### src/rtl/mem_bus_pkg.sv
// Shared encodings for the SRAM bus responder: request kinds, FSM states and
// the two MMIO register addresses.
package mem_bus_pkg;

  localparam logic [1:0] KIND_FETCH = 2'b00;
  localparam logic [1:0] KIND_LOAD  = 2'b01;
  localparam logic [1:0] KIND_STORE = 2'b10;
  localparam logic [1:0] KIND_NOP   = 2'b11;

  localparam logic [15:0] MMIO_CNT_ADDR = 16'hBF00;
  localparam logic [15:0] MMIO_LED_ADDR = 16'hBF01;

  localparam int CNT_W = 3;

  typedef enum logic [2:0] {
    ST_IDLE,
    ST_SETUP,
    ST_STROBE,
    ST_HOLD,
    ST_RESP
  } state_t;

  // Fetch and load drive the bus identically.
  function automatic logic is_read(input logic [1:0] kind);
    return (kind == KIND_FETCH) || (kind == KIND_LOAD);
  endfunction

endpackage

### src/rtl/mem_mmio_regs.sv
// Internal MMIO registers: free-running cycle counter (read-only) and LED
// register (read/write). Only instantiated when MEM_MMIO_EN is defined.
module mem_mmio_regs
  import mem_bus_pkg::*;
(
  input  logic        clk,
  input  logic        rst_n_i,
  input  logic [15:0] addr_i,
  input  logic        we_i,
  input  logic [15:0] wdata_i,
  output logic        hit_o,
  output logic [15:0] rdata_o,
  output logic [15:0] led_o
);

  logic [15:0] cnt_q, cnt_d;
  logic [15:0] led_q, led_d;

  always_comb begin
    cnt_d = cnt_q + 16'd1;
    led_d = led_q;
    // Stores to the counter address are silently dropped.
    if (we_i && (addr_i == MMIO_LED_ADDR)) begin
      led_d = wdata_i;
    end
  end

  always_ff @(posedge clk) begin
    if (!rst_n_i) begin
      cnt_q <= '0;
      led_q <= '0;
    end else begin
      cnt_q <= cnt_d;
      led_q <= led_d;
    end
  end

  assign hit_o   = (addr_i == MMIO_CNT_ADDR) || (addr_i == MMIO_LED_ADDR);
  assign rdata_o = (addr_i == MMIO_LED_ADDR) ? led_q :
                   (addr_i == MMIO_CNT_ADDR) ? cnt_q : 16'd0;
  assign led_o   = led_q;

endmodule

### src/rtl/mem_bus_responder.sv
// Single-outstanding fetch/load/store responder driving an asynchronous SRAM
// with programmable wait states. Define MEM_MMIO_EN to serve 0xBF00/0xBF01 internally.
module mem_bus_responder
  import mem_bus_pkg::*;
#(
  parameter int WAIT_CYC = 1,
  parameter int SRAM_AW  = 18
) (
  input  logic               clk,
  input  logic               rst,
  input  logic               req_valid,
  output logic               req_ready,
  input  logic [1:0]         req_kind,
  input  logic [15:0]        req_addr,
  input  logic [15:0]        req_wdata,
  output logic               rsp_valid,
  output logic [1:0]         rsp_kind,
  output logic [15:0]        rsp_rdata,
  output logic [SRAM_AW-1:0] sram_addr,
  input  logic [15:0]        sram_dq_i,
  output logic [15:0]        sram_dq_o,
  output logic               sram_dq_oe,
  output logic               sram_ce_n,
  output logic               sram_oe_n,
  output logic               sram_we_n,
  output logic [15:0]        led
);

  state_t             state_q, state_d;
  logic [CNT_W-1:0]   cnt_q, cnt_d;
  logic [1:0]         kind_q, kind_d;
  logic [15:0]        addr_q, addr_d;
  logic [15:0]        wdata_q, wdata_d;

  logic               req_ready_q, req_ready_d;
  logic               rsp_valid_q, rsp_valid_d;
  logic [1:0]         rsp_kind_q, rsp_kind_d;
  logic [15:0]        rsp_rdata_q, rsp_rdata_d;
  logic [SRAM_AW-1:0] sram_addr_q, sram_addr_d;
  logic [15:0]        sram_dq_o_q, sram_dq_o_d;
  logic               sram_dq_oe_q, sram_dq_oe_d;
  logic               sram_ce_n_q, sram_ce_n_d;
  logic               sram_oe_n_q, sram_oe_n_d;
  logic               sram_we_n_q, sram_we_n_d;

  logic               hs;
  logic               mmio_hit;
  logic [15:0]        mmio_rdata;
  logic               in_bus;
  logic               store_d;

`ifdef MEM_MMIO_EN
  logic mmio_we;
  assign mmio_we = hs && (req_kind == KIND_STORE);

  mem_mmio_regs u_mmio (
    .clk     (clk),
    .rst_n_i (rst),
    .addr_i  (req_addr),
    .we_i    (mmio_we),
    .wdata_i (req_wdata),
    .hit_o   (mmio_hit),
    .rdata_o (mmio_rdata),
    .led_o   (led)
  );
`else
  assign mmio_hit   = 1'b0;
  assign mmio_rdata = 16'd0;
  assign led        = 16'd0;
`endif

  assign hs = req_ready_q && req_valid;

  always_comb begin
    state_d     = state_q;
    cnt_d       = cnt_q;
    kind_d      = hs ? req_kind  : kind_q;
    addr_d      = hs ? req_addr  : addr_q;
    wdata_d     = hs ? req_wdata : wdata_q;
    rsp_rdata_d = rsp_rdata_q;

    case (state_q)
      ST_IDLE: begin
        if (hs) begin
          state_d     = ((req_kind == KIND_NOP) || mmio_hit) ? ST_RESP : ST_SETUP;
          rsp_rdata_d = (mmio_hit && is_read(req_kind)) ? mmio_rdata : 16'd0;
        end
      end
      ST_SETUP: begin
        state_d = ST_STROBE;
        cnt_d   = CNT_W'(WAIT_CYC);
      end
      ST_STROBE: begin
        if (cnt_q == '0) begin
          state_d = is_read(kind_q) ? ST_RESP : ST_HOLD;
          if (is_read(kind_q)) begin
            rsp_rdata_d = sram_dq_i;
          end
        end else begin
          cnt_d = cnt_q - 1'b1;
        end
      end
      ST_HOLD:  state_d = ST_RESP;
      ST_RESP:  state_d = ST_IDLE;
      default:  state_d = ST_IDLE;
    endcase

    // Outputs are registered from the next state so every pin is a flop.
    store_d      = (kind_d == KIND_STORE);
    in_bus       = (state_d == ST_SETUP) || (state_d == ST_STROBE) || (state_d == ST_HOLD);
    req_ready_d  = (state_d == ST_IDLE);
    rsp_valid_d  = (state_d == ST_RESP);
    rsp_kind_d   = (state_d == ST_RESP) ? kind_d : rsp_kind_q;
    sram_addr_d  = in_bus ? SRAM_AW'(addr_d) : sram_addr_q;
    sram_ce_n_d  = !in_bus;
    sram_oe_n_d  = !(is_read(kind_d) && ((state_d == ST_SETUP) || (state_d == ST_STROBE)));
    sram_we_n_d  = !(store_d && (state_d == ST_STROBE));
    sram_dq_oe_d = store_d && in_bus;
    sram_dq_o_d  = sram_dq_oe_d ? wdata_d : 16'd0;
  end

  always_ff @(posedge clk) begin
    if (!rst) begin
      state_q      <= ST_IDLE;
      cnt_q        <= '0;
      kind_q       <= '0;
      addr_q       <= '0;
      wdata_q      <= '0;
      req_ready_q  <= 1'b0;
      rsp_valid_q  <= 1'b0;
      rsp_kind_q   <= '0;
      rsp_rdata_q  <= '0;
      sram_addr_q  <= '0;
      sram_dq_o_q  <= '0;
      sram_dq_oe_q <= 1'b0;
      sram_ce_n_q  <= 1'b1;
      sram_oe_n_q  <= 1'b1;
      sram_we_n_q  <= 1'b1;
    end else begin
      state_q      <= state_d;
      cnt_q        <= cnt_d;
      kind_q       <= kind_d;
      addr_q       <= addr_d;
      wdata_q      <= wdata_d;
      req_ready_q  <= req_ready_d;
      rsp_valid_q  <= rsp_valid_d;
      rsp_kind_q   <= rsp_kind_d;
      rsp_rdata_q  <= rsp_rdata_d;
      sram_addr_q  <= sram_addr_d;
      sram_dq_o_q  <= sram_dq_o_d;
      sram_dq_oe_q <= sram_dq_oe_d;
      sram_ce_n_q  <= sram_ce_n_d;
      sram_oe_n_q  <= sram_oe_n_d;
      sram_we_n_q  <= sram_we_n_d;
    end
  end

  assign req_ready  = req_ready_q;
  assign rsp_valid  = rsp_valid_q;
  assign rsp_kind   = rsp_kind_q;
  assign rsp_rdata  = rsp_rdata_q;
  assign sram_addr  = sram_addr_q;
  assign sram_dq_o  = sram_dq_o_q;
  assign sram_dq_oe = sram_dq_oe_q;
  assign sram_ce_n  = sram_ce_n_q;
  assign sram_oe_n  = sram_oe_n_q;
  assign sram_we_n  = sram_we_n_q;

endmodule

### config.mk
export PLATFORM = sky130hd
export DESIGN_NAME = mem_bus_responder
export DESIGN_NICKNAME = d
export VERILOG_FILES = /design/src/rtl/mem_bus_pkg.sv /design/src/rtl/mem_mmio_regs.sv /design/src/rtl/mem_bus_responder.sv
export SDC_FILE = /design/constraint.sdc
export NUM_CORES = 1
export LEC_CHECK = 0
export BUFFER_PORTS_ARGS = -buffer_cell sky130_fd_sc_hd__buf_2
export CELL_PAD_IN_SITES_DETAIL_PLACEMENT = 1
export CELL_PAD_IN_SITES_GLOBAL_PLACEMENT = 2
export CORE_MARGIN = 5
export CORE_UTILIZATION = 26
export DETAILED_ROUTE_END_ITERATION = 16
export GPL_TIMING_DRIVEN = 0
export PLACE_DENSITY_LB_ADDON = 0.1
export SYNTH_ARGS = -nofsm -noshare
export SYNTH_HDL_FRONTEND = slang
export SYNTH_SLANG_ARGS = --single-unit
### constraint.sdc
create_clock -name clk -period 1.9 [get_ports clk]
set_input_delay 0.38 -clock clk [delete_from_list [all_inputs] [get_ports clk]]
set_output_delay 0.38 -clock clk [all_outputs]
set_load 0.03 [all_outputs]
==> results.sh <==
export IMPL_nNetsFinal=563
export IMPL_ys_flop_type="dfxtp_1"
export IMPL_grt_max_degree=16
export IMPL_core_area_um2=13300
export IMPL_dieArea_um2=16200
export IMPL_gr_usage_all_layers_pct=13.0
export IMPL_tightest_slew_ns=0.565
export IMPL_yosysUniqueCellTypes=40
export IMPL_drc=0
export IMPL_cp_data_required_time_ns=2.13
export IMPL_status="complete, but fails checks"
export IMPL_yosysMostFrequentCell="dfxtp_1"
export IMPL_ys_seq_area_share_pct=53.7
export IMPL_synth_async_reset_ratio_pct=0
export IMPL_gp_congestion=0.714
export IMPL_synthTopCellsByArea="dfxtp_1 54%, mux2i_1 4.8%, buf_4 4.2%, mux2_4 4.2%, nor2_1 4.1%"
export IMPL_multi_input_comb_area_um2=1570
export IMPL_p_total_w=0.00461
export IMPL_regArea_um2=1920
export IMPL_post_route_worst_setup_slack_ns=-0.127
export IMPL_power_density_nw_per_um2=909
export IMPL_fin_cells=689
export IMPL_violations="setup timing"
export IMPL_max_freq_mhz=493
export IMPL_fin_skew_ns=0.00572
export IMPL_dr_pass1_iters=4
export IMPL_ant_nets=0
export IMPL_cp_data_arrival_time_ns=2.26
export IMPL_rsz0062_at_grt="true"
export IMPL_vias=2971
export IMPL_cts_root_buf="clkbuf_16"
export IMPL_cp_start_kind="flip-flop"
export IMPL_grt_pass1_wl_um=16600
export IMPL_io_pins=127
export IMPL_overflow=0
export IMPL_setup_worst_path_end_class="flip-flop"
export IMPL_rows=42
export IMPL_slew_headroom_pct=62.3
export IMPL_p_int_w=0.00342
export IMPL_switching_share_pct=25.7
export IMPL_h_tree_depth=3
export IMPL_synth_commonest_cells="96 x dfxtp_1, 39 x nor2_1, 20 x buf_4, 20 x nand2_1, 20 x nor3_1"
export IMPL_grt_pass1_vias=3216
export IMPL_cts_num_sinks=96
export IMPL_peakVddDrop_mv=0.497
export IMPL_routedWlPerCell_um=15.0
export IMPL_path_clk_slew_ns=0.07
export IMPL_cts_inserted_buffers=9
export IMPL_p_seq_share_pct=45.8
export IMPL_routed_via_density=4.31
export IMPL_drv_slew=0
export IMPL_final_min_clock_period_ns=2.03
export IMPL_grt_antenna_before_repair=0
export IMPL_initial_core_util_pct=26.8
export IMPL_yosys_area_top_type="dfxtp_1"
export IMPL_path_max_fanout=6
export IMPL_pwr_share_clk_pct=39.6
export IMPL_postSynthCellCount=354
export IMPL_synth_top_area_share_pct=53.7
export IMPL_leakage_nw=2.42
export IMPL_cp_top_family="compound AO/OA/AOI/OAI gates"
export IMPL_setup_viol=18
export IMPL_finalHoldViolCount=0
export IMPL_p_sw_w=0.00118
export IMPL_die_h_um=127
export IMPL_io_buffers=107
export IMPL_critPathKind="reg -> reg"
export IMPL_slowest_delay_ns=0.32
export IMPL_nFillCells=1564
export IMPL_crit_chain="inv_2 -> ha_4 -> ha_4 -> and4bb_1 -> a32oi_2 -> o21a_1 -> buf_6 -> buf_6 -> buf_6 -> mux2_4"
export IMPL_die_x_um=127
export IMPL_min_path_type="in -> reg"
export IMPL_wl_um=10300
export IMPL_place_inst=654
export IMPL_ctsHoldBuffers=0
export IMPL_synth_area_um2=3580
export IMPL_critPathBufInv=4
export IMPL_cts_tree="yes"
export IMPL_antenna_cells=0
export IMPL_cts_max_path_buffers=2
export IMPL_drive_gt1_share_pct=40.5
export IMPL_avgSynthCellArea_um2=10.1
export IMPL_clock_latency_ns=0.34
export IMPL_drt_iter0_drc=116
export IMPL_drv_cap=0
export IMPL_fin_crit_sh_pct=107
export IMPL_area_delta_synth_final_pct=41.5
export IMPL_cpMostUsedCell="buf_6"
export IMPL_slowest_stage="dfxtp_2"
export IMPL_yosysWarnings=0
export IMPL_dp_hpwl_um=7190
export IMPL_p_comb_share_pct=14.5
export IMPL_synth_ff_latch_count=96
export IMPL_synth_edff_count=0
cell usage in the layout (no fill, tap or decap), types with 4 or more instances in the layout:
master and instances:
a21oi_1 18, a22oi_1 15, and2_1 17, buf_2 109
buf_4 34, buf_6 7, clkbuf_1 12, clkbuf_16 10
conb_1 18, dfxtp_1 94, mux2_4 14, mux2i_1 17
nand2_1 20, nand3_1 16, nor2_1 39, nor3_1 13
nor3_4 4
flip-flops by register name (all words and copies together), names as in the netlist, 2 cells and up:
register	flops
rsp_rdata	16
sram_dq_o	16
rsp_kind	2
cnt_q	3
sram_addr	16
addr_q	16
wdata_q	16
kind_q	2
state_q	3
repair_timing:
action                                  in CTS  in global routing
cloned                                       1                  1
endpoints found under the setup margin      44                 49
pin swaps                                    5                  7
resized for setup                           22                 25
setup buffers                               14                  8
cells by family (layout without fill, tap and decap cells):
logic type,count (synthesis),after routing,share of synthesized area (%)
flops,96,96,53.7
compound gates,45,45,8.46
fa+ha+maj,2,2,0.699
simple gates,130,130,18.0
buf+inv,46,188,7.97
other cells,1,18,0.105
mux,34,34,11.1
stage by stage:
step / hold slack [ns] / TNS (ns) / util (%) / area (um2) / worst slack (ns)
floorplan: 0.437 / 0 / - / 3680 / 0.00221
finish: 0.287 / -1.41 / 38.0 / 5070 / -0.127
CTS: 0.272 / -3.71 / 37.3 / 4970 / -0.162
global route: 0.290 / -5.11 / 38.0 / 5070 / -0.244
global placement: 0.444 / -4.20 / 33.2 / 4430 / -0.182
detailed placement: 0.453 / -4.21 / 33.2 / 4430 / -0.181
worst reg2reg max path, stage by stage (launching register included):
cell and delay (ns):
dfxtp_2 0.32, inv_2 0.04, ha_4 0.16, ha_4 0.15, and4bb_1 0.21, a32oi_2 0.24
o21a_1 0.18, buf_6 0.15, buf_6 0.11, buf_6 0.08, mux2_4 0.28
layer usage:
layer  part of all wire, %  vias to the layer above  GRT usage [%]
li1                      -                     1477              -
met1                    46                     1410           16.6
met2                    47                       76           20.7
met3                   6.4                        8           5.01
met4                  0.82                        0           2.97
met5                     0                        -              0
power by group through the flow:
stage / Clock, W / Combinational, W / Sequential [W]
final: 0.00183 / 0.000669 / 0.00211
after global routing: 0.00198 / 0.000735 / 0.00212
after CTS: 0.00191 / 0.000685 / 0.00211
after detailed placement: 0 / 0.000580 / 0.00216
after global placement: 0 / 0.000576 / 0.00215
after floorplan: 0 / 0.000349 / 0.00221
final timing paths:
kind,endpoint,from,slack [ns],cells after the start
setup reg to reg,sram_addr[2]$_SDFFE_PN0P_,cnt_q[1]$_SDFFE_PN0P_,-0.13,10
hold reg to reg,addr_q[4]$_SDFF_PN0_,addr_q[4]$_SDFF_PN0_,0.46,2
setup / recovery,sram_addr[2]$_SDFFE_PN0P_,cnt_q[1]$_SDFFE_PN0P_,-0.13,10
hold / removal,rsp_rdata[6]$_SDFFE_PN0P_,sram_dq_i[6],0.29,3
final cells by class:
cell class | count | area share (%)
Buffer | 38 | 5.09
Clock buffer | 12 | 4.87
Clock inverter | 4 | 1.06
Inverter | 5 | 0.370
Multi-Input combinational cell | 229 | 31.1
Sequential cell | 96 | 38.0
Tap cell | 176 | 4.35
Timing Repair Buffer | 129 | 15.2
Power figures use the tool's default switching activity.
